===== src/rtl/alu_pkg.sv =====
// Shared ALUOp, ALU control, funct and MDU state/op definitions for alu_mdu_ctrl.
// Dividing support in the MDU is enabled with ALU_MDU_DIV_EN.
package alu_pkg;

  localparam logic [3:0] ALUOP_ADD  = 4'b0000;
  localparam logic [3:0] ALUOP_SUB  = 4'b0001;
  localparam logic [3:0] ALUOP_ADDU = 4'b0010;
  localparam logic [3:0] ALUOP_AND  = 4'b0011;
  localparam logic [3:0] ALUOP_LUI  = 4'b0100;
  localparam logic [3:0] ALUOP_OR   = 4'b0101;
  localparam logic [3:0] ALUOP_SLT  = 4'b0110;
  localparam logic [3:0] ALUOP_SLTU = 4'b0111;
  localparam logic [3:0] ALUOP_XOR  = 4'b1000;

  localparam logic [3:0] ALU_ADD  = 4'b0000;
  localparam logic [3:0] ALU_ADDU = 4'b0001;
  localparam logic [3:0] ALU_SUB  = 4'b0010;
  localparam logic [3:0] ALU_SUBU = 4'b0011;
  localparam logic [3:0] ALU_AND  = 4'b0100;
  localparam logic [3:0] ALU_OR   = 4'b0101;
  localparam logic [3:0] ALU_NOR  = 4'b0110;
  localparam logic [3:0] ALU_XOR  = 4'b0111;
  localparam logic [3:0] ALU_SLT  = 4'b1000;
  localparam logic [3:0] ALU_SLTU = 4'b1001;
  localparam logic [3:0] ALU_SLL  = 4'b1010;
  localparam logic [3:0] ALU_SRL  = 4'b1011;
  localparam logic [3:0] ALU_SRA  = 4'b1100;
  localparam logic [3:0] ALU_LUI  = 4'b1101;

  localparam logic [5:0] FN_SLL   = 6'b000000;
  localparam logic [5:0] FN_SRL   = 6'b000010;
  localparam logic [5:0] FN_SRA   = 6'b000011;
  localparam logic [5:0] FN_SLLV  = 6'b000100;
  localparam logic [5:0] FN_SRLV  = 6'b000110;
  localparam logic [5:0] FN_SRAV  = 6'b000111;
  localparam logic [5:0] FN_MFHI  = 6'b010000;
  localparam logic [5:0] FN_MTHI  = 6'b010001;
  localparam logic [5:0] FN_MFLO  = 6'b010010;
  localparam logic [5:0] FN_MTLO  = 6'b010011;
  localparam logic [5:0] FN_MULT  = 6'b011000;
  localparam logic [5:0] FN_MULTU = 6'b011001;
  localparam logic [5:0] FN_DIV   = 6'b011010;
  localparam logic [5:0] FN_DIVU  = 6'b011011;
  localparam logic [5:0] FN_ADD   = 6'b100000;
  localparam logic [5:0] FN_ADDU  = 6'b100001;
  localparam logic [5:0] FN_SUB   = 6'b100010;
  localparam logic [5:0] FN_SUBU  = 6'b100011;
  localparam logic [5:0] FN_AND   = 6'b100100;
  localparam logic [5:0] FN_OR    = 6'b100101;
  localparam logic [5:0] FN_XOR   = 6'b100110;
  localparam logic [5:0] FN_NOR   = 6'b100111;
  localparam logic [5:0] FN_SLT   = 6'b101010;
  localparam logic [5:0] FN_SLTU  = 6'b101011;

  typedef enum logic [1:0] {
    MDU_IDLE = 2'd0,
    MDU_MUL  = 2'd1,
    MDU_DIV  = 2'd2
  } mdu_state_t;

  // Encoding equals funct[1:0] of mult/multu/div/divu.
  typedef enum logic [1:0] {
    MDU_OP_MULT  = 2'd0,
    MDU_OP_MULTU = 2'd1,
    MDU_OP_DIV   = 2'd2,
    MDU_OP_DIVU  = 2'd3
  } mdu_op_t;

  function automatic logic is_hilo_move(input logic [5:0] fn);
    return fn[5:2] == 4'b0100;
  endfunction

endpackage


===== src/rtl/alu_mdu_ctrl_mdu_iter.sv =====
// Iterative multiply/divide datapath with HI/LO: one bit per cycle, DATA_W iterations.
// The restoring divider and DIV state exist only when ALU_MDU_DIV_EN is defined.
module mdu_iter
  import alu_pkg::*;
#(
  parameter int unsigned DATA_W = 32
) (
  input  logic              clk,
  input  logic              rst,
  input  logic              i_start,
  input  mdu_op_t           i_op,
  input  logic [DATA_W-1:0] i_rs,
  input  logic [DATA_W-1:0] i_rt,
  input  logic              i_we_hi,
  input  logic              i_we_lo,
  output logic [DATA_W-1:0] o_hi,
  output logic [DATA_W-1:0] o_lo,
  output logic              o_busy
);

  localparam int unsigned CNT_W = $clog2(DATA_W) + 1;

  mdu_state_t          r_state;
  logic [CNT_W-1:0]    r_cnt;
  logic [2*DATA_W-1:0] r_p;
  logic [DATA_W-1:0]   r_opb;
  logic                r_neg_q;
  logic [DATA_W-1:0]   r_hi;
  logic [DATA_W-1:0]   r_lo;

  logic                w_signed;
  logic                w_rs_neg;
  logic                w_rt_neg;
  logic [DATA_W-1:0]   w_mag_a;
  logic [DATA_W-1:0]   w_mag_b;
  logic [DATA_W:0]     w_mul_sum;
  logic [2*DATA_W-1:0] w_mul_next;
  logic [2*DATA_W-1:0] w_step;
  logic [2*DATA_W-1:0] w_prod_fix;
  logic [DATA_W-1:0]   w_fin_hi;
  logic [DATA_W-1:0]   w_fin_lo;
  logic                w_last;

  assign w_signed = (i_op == MDU_OP_MULT) || (i_op == MDU_OP_DIV);
  assign w_rs_neg = w_signed & i_rs[DATA_W-1];
  assign w_rt_neg = w_signed & i_rt[DATA_W-1];
  assign w_mag_a  = w_rs_neg ? -i_rs : i_rs;
  assign w_mag_b  = w_rt_neg ? -i_rt : i_rt;
  assign w_last   = (r_cnt == CNT_W'(DATA_W - 1));

  // r_p = {partial product, remaining multiplier bits}; shifted right each step.
  assign w_mul_sum  = {1'b0, r_p[2*DATA_W-1:DATA_W]} + (r_p[0] ? {1'b0, r_opb} : '0);
  assign w_mul_next = {w_mul_sum, r_p[DATA_W-1:1]};
  assign w_prod_fix = r_neg_q ? -w_step : w_step;

`ifdef ALU_MDU_DIV_EN
  logic                r_neg_r;
  logic [DATA_W:0]     w_rem_sh;
  logic [DATA_W:0]     w_trial;
  logic [2*DATA_W-1:0] w_div_next;
  logic [DATA_W-1:0]   w_div_q;
  logic [DATA_W-1:0]   w_div_r;

  // r_p = {remainder, dividend bits shifting out / quotient bits shifting in}.
  assign w_rem_sh   = {r_p[2*DATA_W-1:DATA_W], r_p[DATA_W-1]};
  assign w_trial    = w_rem_sh - {1'b0, r_opb};
  assign w_div_next = w_trial[DATA_W] ? {w_rem_sh[DATA_W-1:0], r_p[DATA_W-2:0], 1'b0}
                                      : {w_trial[DATA_W-1:0], r_p[DATA_W-2:0], 1'b1};
  assign w_step     = (r_state == MDU_DIV) ? w_div_next : w_mul_next;
  assign w_div_q    = w_step[DATA_W-1:0];
  assign w_div_r    = w_step[2*DATA_W-1:DATA_W];

  always_comb begin
    w_fin_hi = w_prod_fix[2*DATA_W-1:DATA_W];
    w_fin_lo = w_prod_fix[DATA_W-1:0];
    if (r_state == MDU_DIV) begin
      w_fin_lo = r_neg_q ? -w_div_q : w_div_q;
      w_fin_hi = r_neg_r ? -w_div_r : w_div_r;
    end
  end
`else
  assign w_step   = w_mul_next;
  assign w_fin_hi = w_prod_fix[2*DATA_W-1:DATA_W];
  assign w_fin_lo = w_prod_fix[DATA_W-1:0];
`endif

  always_ff @(posedge clk) begin
    if (rst) begin
      r_state <= MDU_IDLE;
      r_cnt   <= '0;
      r_p     <= '0;
      r_opb   <= '0;
      r_neg_q <= 1'b0;
      r_hi    <= '0;
      r_lo    <= '0;
`ifdef ALU_MDU_DIV_EN
      r_neg_r <= 1'b0;
`endif
    end else begin
      if (i_we_hi) r_hi <= i_rs;
      if (i_we_lo) r_lo <= i_rs;
      if (r_state == MDU_IDLE) begin
        if (i_start) begin
          r_p     <= {{DATA_W{1'b0}}, w_mag_a};
          r_opb   <= w_mag_b;
          r_neg_q <= w_rs_neg ^ w_rt_neg;
          r_cnt   <= '0;
`ifdef ALU_MDU_DIV_EN
          r_neg_r <= w_rs_neg;
          if (i_op == MDU_OP_DIV || i_op == MDU_OP_DIVU) begin
            // Divide by zero finishes in the issue cycle without iterating.
            if (i_rt == '0) begin
              r_lo <= '1;
              r_hi <= i_rs;
            end else begin
              r_state <= MDU_DIV;
            end
          end else begin
            r_state <= MDU_MUL;
          end
`else
          r_state <= MDU_MUL;
`endif
        end
      end else begin
        r_p   <= w_step;
        r_cnt <= r_cnt + CNT_W'(1);
        if (w_last) begin
          r_hi    <= w_fin_hi;
          r_lo    <= w_fin_lo;
          r_cnt   <= '0;
          r_state <= MDU_IDLE;
        end
      end
    end
  end

  assign o_hi   = r_hi;
  assign o_lo   = r_lo;
  assign o_busy = (r_state != MDU_IDLE);

endmodule


===== src/rtl/alu_mdu_ctrl.sv =====
// EX-stage ALU control decode, MDU issue/stall logic and HI/LO read mux.
// Define ALU_MDU_DIV_EN to execute div/divu; otherwise they are 1-cycle no-ops.
module alu_mdu_ctrl
  import alu_pkg::*;
#(
  parameter int unsigned DATA_W = 32
) (
  input  logic              clk,
  input  logic              rst,
  input  logic              valid,
  input  logic [3:0]        alu_op,
  input  logic [5:0]        func,
  input  logic [DATA_W-1:0] rs_val,
  input  logic [DATA_W-1:0] rt_val,
  output logic [3:0]        alu_ctrl,
  output logic              alu_src_a,
  output logic              hilo_sel,
  output logic [DATA_W-1:0] hilo_rdata,
  output logic              stall,
  output logic              busy
);

  logic              w_rtype;
  logic              w_is_mfhi;
  logic              w_is_mflo;
  logic              w_is_mthi;
  logic              w_is_mtlo;
  logic              w_is_mul;
  logic              w_is_div;
  logic              w_mdu_fn;
  logic              w_start;
  logic              w_busy;
  logic [3:0]        w_ctrl;
  logic              w_src_a;
  logic [DATA_W-1:0] w_hi;
  logic [DATA_W-1:0] w_lo;

  assign w_rtype   = (alu_op[3:2] == 2'b11);
  assign w_is_mfhi = w_rtype && (func == FN_MFHI);
  assign w_is_mflo = w_rtype && (func == FN_MFLO);
  assign w_is_mthi = w_rtype && (func == FN_MTHI);
  assign w_is_mtlo = w_rtype && (func == FN_MTLO);
  assign w_is_mul  = w_rtype && (func == FN_MULT || func == FN_MULTU);
`ifdef ALU_MDU_DIV_EN
  assign w_is_div  = w_rtype && (func == FN_DIV || func == FN_DIVU);
`else
  assign w_is_div  = 1'b0;
`endif
  assign w_mdu_fn  = (w_rtype && is_hilo_move(func)) || w_is_mul || w_is_div;

  always_comb begin
    w_ctrl  = ALU_ADD;
    w_src_a = 1'b0;
    if (w_rtype) begin
      case (func)
        FN_ADD:  w_ctrl = ALU_ADD;
        FN_ADDU: w_ctrl = ALU_ADDU;
        FN_SUB:  w_ctrl = ALU_SUB;
        FN_SUBU: w_ctrl = ALU_SUBU;
        FN_AND:  w_ctrl = ALU_AND;
        FN_OR:   w_ctrl = ALU_OR;
        FN_NOR:  w_ctrl = ALU_NOR;
        FN_XOR:  w_ctrl = ALU_XOR;
        FN_SLT:  w_ctrl = ALU_SLT;
        FN_SLTU: w_ctrl = ALU_SLTU;
        FN_SLL:  begin w_ctrl = ALU_SLL; w_src_a = 1'b1; end
        FN_SRL:  begin w_ctrl = ALU_SRL; w_src_a = 1'b1; end
        FN_SRA:  begin w_ctrl = ALU_SRA; w_src_a = 1'b1; end
        FN_SLLV: w_ctrl = ALU_SLL;
        FN_SRLV: w_ctrl = ALU_SRL;
        FN_SRAV: w_ctrl = ALU_SRA;
        default: w_ctrl = ALU_ADD;
      endcase
    end else begin
      case (alu_op)
        ALUOP_ADD:  w_ctrl = ALU_ADD;
        ALUOP_SUB:  w_ctrl = ALU_SUB;
        ALUOP_ADDU: w_ctrl = ALU_ADDU;
        ALUOP_AND:  w_ctrl = ALU_AND;
        ALUOP_LUI:  w_ctrl = ALU_LUI;
        ALUOP_OR:   w_ctrl = ALU_OR;
        ALUOP_SLT:  w_ctrl = ALU_SLT;
        ALUOP_SLTU: w_ctrl = ALU_SLTU;
        ALUOP_XOR:  w_ctrl = ALU_XOR;
        default:    w_ctrl = ALU_ADD;
      endcase
    end
  end

  assign alu_ctrl  = valid ? w_ctrl : '0;
  assign alu_src_a = valid & w_src_a;
  assign hilo_sel  = valid & (w_is_mfhi | w_is_mflo);
  assign stall     = valid & w_busy & w_mdu_fn;
  assign w_start   = valid & ~w_busy & (w_is_mul | w_is_div);

  mdu_iter #(
    .DATA_W(DATA_W)
  ) u_mdu (
    .clk     (clk),
    .rst     (rst),
    .i_start (w_start),
    .i_op    (mdu_op_t'(func[1:0])),
    .i_rs    (rs_val),
    .i_rt    (rt_val),
    .i_we_hi (valid & w_is_mthi & ~stall),
    .i_we_lo (valid & w_is_mtlo & ~stall),
    .o_hi    (w_hi),
    .o_lo    (w_lo),
    .o_busy  (w_busy)
  );

  assign hilo_rdata = w_is_mfhi ? w_hi : w_lo;
  assign busy       = w_busy;

endmodule

===== config.mk =====
export PLATFORM = sky130hd
export DESIGN_NAME = alu_mdu_ctrl
export DESIGN_NICKNAME = d
export VERILOG_FILES = /design/src/rtl/alu_pkg.sv /design/src/rtl/alu_mdu_ctrl_mdu_iter.sv /design/src/rtl/alu_mdu_ctrl.sv
export SDC_FILE = /design/constraint.sdc
export NUM_CORES = 1
export LEC_CHECK = 0
export ABC_AREA = 1
export CORE_MARGIN = 3
export CORE_UTILIZATION = 39
export DETAILED_ROUTE_END_ITERATION = 7
export SYNTH_ARGS = -nofsm -noshare
export SYNTH_HDL_FRONTEND = slang
export SYNTH_SLANG_ARGS = --single-unit

===== constraint.sdc =====
create_clock -name clk -period 2.77 [get_ports clk]
set_input_delay 0.554 -clock clk [delete_from_list [all_inputs] [get_ports clk]]
set_output_delay 0.554 -clock clk [all_outputs]
set_load 0.05 [all_outputs]

* Word-level counts from Yosys, hierarchy flattened
Memory sizes are Yosys's and may differ from the RTL's.
Cells that the tools add are included.
** Word-level totals
- Bits of input ports :: 77
- ROM bits :: 64
- Memories kept :: 1
- Logic and storage cells :: 98
- Bits in registers :: 169
- Output and inout bits :: 40
** Cells by class
- Reduce and logical (&&, ||, !) cells :: 20
- Mux-type cells :: 24
- Add/sub/neg operators :: 5
- Equal/unequal tests :: 25
- Bitwise logic cells :: 16
** Memory list
- (name not given) :: depth 16, width 4, read ports 1, clocked after Yosys merged registers in 0, write ports 0, RTL line alu_mdu_ctrl.sv:75 : case (alu_op)
** Operators by type and width (number)
- two-way mux 32 bit :: 10
- two-way mux 64 bit :: 3
- negator 32 bit :: 2
- negator 64 bit :: 1
- == test 6 bit (second input constant) :: 9
- one-hot mux 4 bit (12 select lines) :: 1
- == test 6 x 5 -> 1 bit (second input constant) :: 7
- adder 32 x 33 -> 33 bit :: 1
- == test 6 x 3 -> 1 bit (second input constant) :: 3
- two-way mux 6 bit :: 3
- bitwise AND 1 bit :: 12
- == test 6 x 2 -> 1 bit (second input constant) :: 2
- two-way mux 4 bit :: 2
- adder 6 x 1 -> 6 bit (second input constant) :: 1
- logical AND 1 bit :: 6
- logical NOT 6 bit :: 1
- two-way mux 2 bit :: 3
- OR reduction 2 bit :: 3
- == test 2 bit (second input constant) :: 2
- == test 4 x 3 -> 1 bit (second input constant) :: 1
- logical NOT 2 bit :: 2
- AND reduction 2 bit :: 2
- nonzero test 2 bit :: 2
- logical OR 1 bit :: 3
- 6 further kinds :: 8

* Depth between registers and ports, before layout
- Depth in word-level cells :: 10
- Gate-level depth with buffers :: 25
- Mapped depth without buffers :: 23

* Modules after synthesis
From an unflattened synthesis, not the netlist that was laid out.
** Unflattened totals
- Cell total of the unflattened synthesis :: 2367
- Area total of the unflattened synthesis :: 13869.6 um^2
** Modules (own cells, without submodules)
- mdu_iter :: area an instance 12934.9 um^2, cells an instance 2192, instances 1
- alu_mdu_ctrl :: area an instance 934.6 um^2, cells an instance 175, instances 1

* Worst setup path after synthesis
No wires, ideal clock.
- Path kind :: input port to output port
- Start :: input port func[5]
- End :: output port alu_ctrl[1]
- Arrival :: 2537 ps
- Stages :: 5
- Required time :: 2216 ps
- Setup slack :: -321 ps
- Path buffers :: 0
- Cells stage by stage :: nor2_1 nand2_1 o21ai_0 a21oi_1 nor4_1
** Between the ends
- Cells in the longest elaborated chain, start to end :: 5
** Ends and longest elaborated chain
- start, declared :: RTL line alu_mdu_ctrl.sv:12 : input logic [5:0] func,
- == test 6 x 3 -> 1 bit, or another cell as far along :: RTL line alu_mdu_ctrl.sv:55 : case (func)
- OR reduction 2 bit (no line)
- one-hot mux 4 bit (12 select lines) * :: RTL line alu_mdu_ctrl.sv:55
- two-way mux 4 bit * :: RTL line alu_mdu_ctrl.sv:54 : if (w_rtype) begin
- two-way mux 4 bit * :: RTL line alu_mdu_ctrl.sv:90 : assign alu_ctrl = valid ? w_ctrl : '0;
- end, declared :: RTL line alu_mdu_ctrl.sv:15 : output logic [3:0] alu_ctrl,
Every way passes the cells marked *; elsewhere a longest branch is shown, timed or not.

* Worst setup path after layout
- Start :: register u_mdu.r_p[0]
- End :: register u_mdu.r_hi[28] (netlist: u_mdu.o_hi[28])
** Between the ends
- Cells in the longest elaborated chain, start to end :: 6
** Ends and longest elaborated chain
- start, declared :: RTL line alu_mdu_ctrl_mdu_iter.sv:25 : logic [2*DATA_W-1:0] r_p;
- start signal, assigned :: RTL line alu_mdu_ctrl_mdu_iter.sv:104 : r_p <= {{DATA_W{1'b0}}, w_mag_a};
- start signal, assigned :: RTL line alu_mdu_ctrl_mdu_iter.sv:126 : r_p <= w_step;
- two-way mux 32 bit * :: RTL line alu_mdu_ctrl_mdu_iter.sv:52 : assign w_mul_sum = {1'b0, r_p[2*DATA_W-1:DATA_W]} + (r_p[0] ? {1'b0, r_opb} : '0);
- adder 32 x 33 -> 33 bit * :: RTL line alu_mdu_ctrl_mdu_iter.sv:52
- negator 64 bit :: RTL line alu_mdu_ctrl_mdu_iter.sv:54 : assign w_prod_fix = r_neg_q ? -w_step : w_step;
- two-way mux 64 bit * :: RTL line alu_mdu_ctrl_mdu_iter.sv:54
- two-way mux 32 bit * :: RTL line alu_mdu_ctrl_mdu_iter.sv:128 : if (w_last) begin
- two-way mux 32 bit * :: RTL line alu_mdu_ctrl_mdu_iter.sv:102 : if (r_state == MDU_IDLE) begin
- end signal, assigned :: RTL line alu_mdu_ctrl_mdu_iter.sv:100 : if (i_we_hi) r_hi <= i_rs;
- end signal, assigned :: RTL line alu_mdu_ctrl_mdu_iter.sv:129 : r_hi <= w_fin_hi;
- end, declared :: RTL line alu_mdu_ctrl_mdu_iter.sv:28 : logic [DATA_W-1:0] r_hi;
Marks and branches as above.
A chain may end at the register's enable or synchronous reset.

==> flow_summary_export.csv <==
group,metric,value,unit
outcome,status,"finished with violations",
outcome,failed_checks,"negative setup slack",
die,dieHeight,194,um
pwr,power_density,282,nW/um^2
clock_tree,cts.reportedPaths.clkPinSlew,0.07,ns
sta,post-route-period-util,106,%
clock_tree,cts.sinks,168,
logic_synthesis,synth.mux.area_fraction,0.737,%
pwr,p_leak,9.25,nW
setup_path,path_delay_family,"simple AND/OR/NAND/NOR gates",
place,port_buffers,116,
sta,fin_worst_skew,0.0167,ns
logic_synthesis,synthXorXnorAreaFrac,2.16,%
setup_path,r2r_end,"u_mdu.o_hi[28]",
logic_synthesis,synthAdderAreaFrac,3.42,%
layout,regArea,3370,um^2
sta,min_period,2.94,ns
pwr,p_sw,0.00149,W
logic_synthesis,syn_area,13700,um^2
die,die_area,37500,um^2
logic_synthesis,synth_edf_count,0,
grt,grtUsageTotal,27.7,%
logic_synthesis,synth_top_family_by_area,"simple AND/OR/NAND/NOR gates",
grt,overflow,0,
setup_path,worst-r2r-setup-slack,-0.17,ns
sta,fin_ws,-0.167,ns
die,die_w,194,um
layout,multiInputGateArea,9780,um^2
die,rows,68,
layout,utilization,56.1,%
setup_path,rr_worst_depth,19,
layout,antenna_cells,0,
setup_path,cp_num_buf_inv,3,
layout,num-fill-cells,3374,
sta,relSlewSlack,47.1,%
logic_synthesis,async_flop_share,0,%
clock_tree,cts_tree,"built",
logic_synthesis,syn-num-nets,2479,
routing,ant_nets,0,
sta,rsz0062_at_grt,"yes",
clock_tree,cts_buffer_depth,2,
die,core_area,34600,um^2
pwr,power_frac_comb,11.8,%
logic_synthesis,yosysSeqAreaShare,24.5,%
min_path,holdPathStages,2,
place,pre_cts_ws,-0.335,ns
grt,grt_pass1_wl,83500,um
routing,post_drt_via_cell_ratio,5.28,
layout,syn_to_final_growth,41.2,%
grt,grt_pass1_vias,15500,
setup_path,crit_chain,"buf_12 > nand2_4 > inv_4 > ha_4 > fa_2 > nand3_2 > nand3_4 > xor2_4 > inv_2 > nand2_2 > nor2_4 > nand2_2 > nor2_1 > nand3b_1 > o21ai_4 > nand2_1 > nand2_1 > nand3_2 > a21oi_2",
routing,firstDrtPassIters,6,
pwr,seqPwrFrac,44.3,%
logic_synthesis,synth_ff_type,"dfxtp_1",
sta,max_freq,340,MHz
pwr,p_total,0.00547,W
pwr,pwr-share-clk,43.9,%
sta,worst_pin_slew,0.794,ns
setup_path,cp_slowest_stage_delay,0.38,ns
sta,slew_viol_final,0,
pwr,ir_worst_vdd,0.441,mV
routing,drt_iter0_drc,1255,
routing,vias,16600,
grt,grt_max_degree,124,
setup_path,arrival,3.31,ns
setup_path,crit_fanout,7,
min_path,min-delay-start,"u_mdu.r_p[34]",
setup_path,critPathCaptureType,"flip-flop",
sta,fin_tns_setup,-1.61,ns
logic_synthesis,synth_area_leaders,"dfxtp_1, nand2_1, inv_1, a21oi_1, o21ai_0",
layout,drive_gt1_share,25.1,%
logic_synthesis,synth-compound-area-share,20.4,%
pwr,swShare,27.2,%
logic_synthesis,synth_area_leader_cell,"dfxtp_1",
routing,drc_errors,0,
logic_synthesis,synth-seq-cells,168,
place,globalplace.congestion,0.989,
flow_run,cap_violations,0,
logic_synthesis,synth.top_cell.area_share,24.5,%
min_path,whs_endpoint,"u_mdu.r_p[34]",
logic_synthesis,synth_warnings,0,
clock_tree,clkLatencyLatePin,0.46,ns
routing,wl_per_cell,17.3,um
grt,antenna_found_initial,0,
setup_path,r2r-start,"u_mdu.r_p[0]",
logic_synthesis,synth-simple-area-share,36.0,%
pwr,internal-power,0.00398,W
logic_synthesis,syn_area_per_cell,5.81,um^2
setup_path,critical_path_class,"flip-flop to flip-flop",
setup_path,required,3.14,ns
logic_synthesis,syn_inst,2365,
clock_tree,root_buffer,"clkbuf_16",
min_path,hold_class,"flip-flop to flip-flop",
sta,hold_viol,0,
layout,fin_area,19400,um^2
routing,wirelength,54400,um
setup_path,crit_slowest_cell,"dfxtp_4",
logic_synthesis,synth.distinct_cells,55,
layout,nNetsFinal,2791,
clock_tree,cts_buffers,17,
place,placed_area,17400,um^2
die,start_util,39.7,%
place,hpwl,40600,um
clock_tree,htreeDepth,4,
sta,finalSetupViolations,20,
die,io_pins,117,
setup_path,worst_setup_path_start_kind,"flip-flop",
[placed cells by master (no fill, tap or decap), types with 19 or more instances in the layout]
| cell | synthesis | final |
|---|---|---|
| xor2_1 | 21 | 19 |
| buf_4 | 2 | 258 |
| nor2_2 | 18 | 39 |
| nor2_1 | 213 | 174 |
| ha_4 | 0 | 25 |
| o211ai_1 | 28 | 28 |
| a31oi_1 | 28 | 28 |
| clkbuf_16 | 0 | 19 |
| nand3_1 | 139 | 117 |
| nand2_2 | 29 | 107 |
| a21oi_1 | 217 | 199 |
| nor2_4 | 7 | 25 |
| nand4_1 | 32 | 32 |
| nor3_1 | 24 | 22 |
| clkdlybuf4s50_1 | 0 | 69 |
| o21ai_1 | 3 | 22 |
| o22ai_1 | 24 | 24 |
| dfxtp_1 | 168 | 165 |
| o21ai_0 | 171 | 145 |
| inv_2 | 10 | 25 |
| nand2_1 | 649 | 559 |
| nand3_2 | 9 | 24 |
| inv_1 | 356 | 340 |
| buf_12 | 0 | 45 |
[power groups by stage]
stage	registers, W	logic [W]	clock network (W)
6_report	0.00242	0.000645	0.00240
2_1_floorplan	0.00248	0.000262	0
3_5_place_dp	0.00248	0.000615	0
4_1_cts	0.00242	0.000630	0.00243
3_3_place_gp	0.00248	0.000612	0
5_1_grt	0.00242	0.000692	0.00252
[cells in the mapped netlist (all sizes together), types with 3 or more instances]
cell type,count
nor3,30
o21ai,177
nand4,32
clkinv,3
a21oi,217
a211oi,10
o211ai,28
clkbuf,67
buf,25
nor2,238
o22ai,24
nand2,679
or2,5
xnor2,11
nor4,4
ha,36
mux2,9
xor2,22
inv,366
nand3,148
o31ai,5
a31oi,28
a221oi,3
dfxtp,168
nand3b,6
a311oi,5
a21o,3
and2,4
[logic make-up after synthesis]
logic type | Yosys count
fa+ha+maj | 37
xor+xnor | 33
mux | 9
buf+inv | 461
simple gates | 1148
flops | 168
compound gates | 509
[metal layers]
layer	vias up	share of wire, %	track usage (%)
met1	7632	43	36.2
met3	96	6.2	4.12
met2	583	47	46.2
met4	0	3.5	10.5
met5	-	0	0
li1	8282	-	-
[final cells by class]
type,count,share of cell area [%]
well taps,455,2.93
multi-input cells,1736,50.4
clock inverters,13,0.612
flip-flops and latches,168,17.4
clock buffers,19,2.33
repair buffers,385,19.2
inverters,369,7.15
[stage by stage]
step           instances  hold slack [ns]
2_1_floorplan       2365            0.445
3_3_place_gp        3084            0.455
3_5_place_dp        3084            0.464
4_1_cts             3130            0.476
5_1_grt             3145            0.502
6_report            3145            0.477
[flip-flops by register name (all words and copies together) (netlist names)]
register / count
u_mdu.r_neg_q: 1
u_mdu.o_lo: 32
u_mdu.r_opb: 32
u_mdu.r_state: 1
u_mdu.r_cnt: 6
u_mdu.o_hi: 32
u_mdu.r_p: 64
[worst max-delay path by stage]
| stage | start | endpoint | slack, ns | cells past startpoint |
|---|---|---|---|---|
| 2_1_floorplan | func[4] | hilo_rdata[0] | -0.29 | 7 |
| 3_3_place_gp | u_mdu.r_p[0] | u_mdu.o_hi[31] | -0.32 | 19 |
| 3_5_place_dp | u_mdu.r_p[0] | u_mdu.o_hi[24] | -0.34 | 20 |
| 4_1_cts | u_mdu.r_p[0] | u_mdu.o_hi[28] | -0.17 | 22 |
| 5_1_grt | u_mdu.r_p[0] | u_mdu.o_hi[28] | -0.32 | 19 |
| 6_report | u_mdu.r_p[0] | u_mdu.o_hi[28] | -0.17 | 19 |
[what timing repair did]
action                                  CTS  global route
buffers inserted                         12            13
hold buffers                              0             0
endpoints found under the setup margin   49            56
gates resized for setup                 116           181
pin swaps                                21            60
cloned                                    2             2
[tightest hold or removal path, delay by kind of cell (launching register included)]
family	cells	cell delay [ns]
compound gates	1	0.05
flops	1	0.32
simple gates	1	0.06
Note: power is estimated with default switching activity, not from simulation.
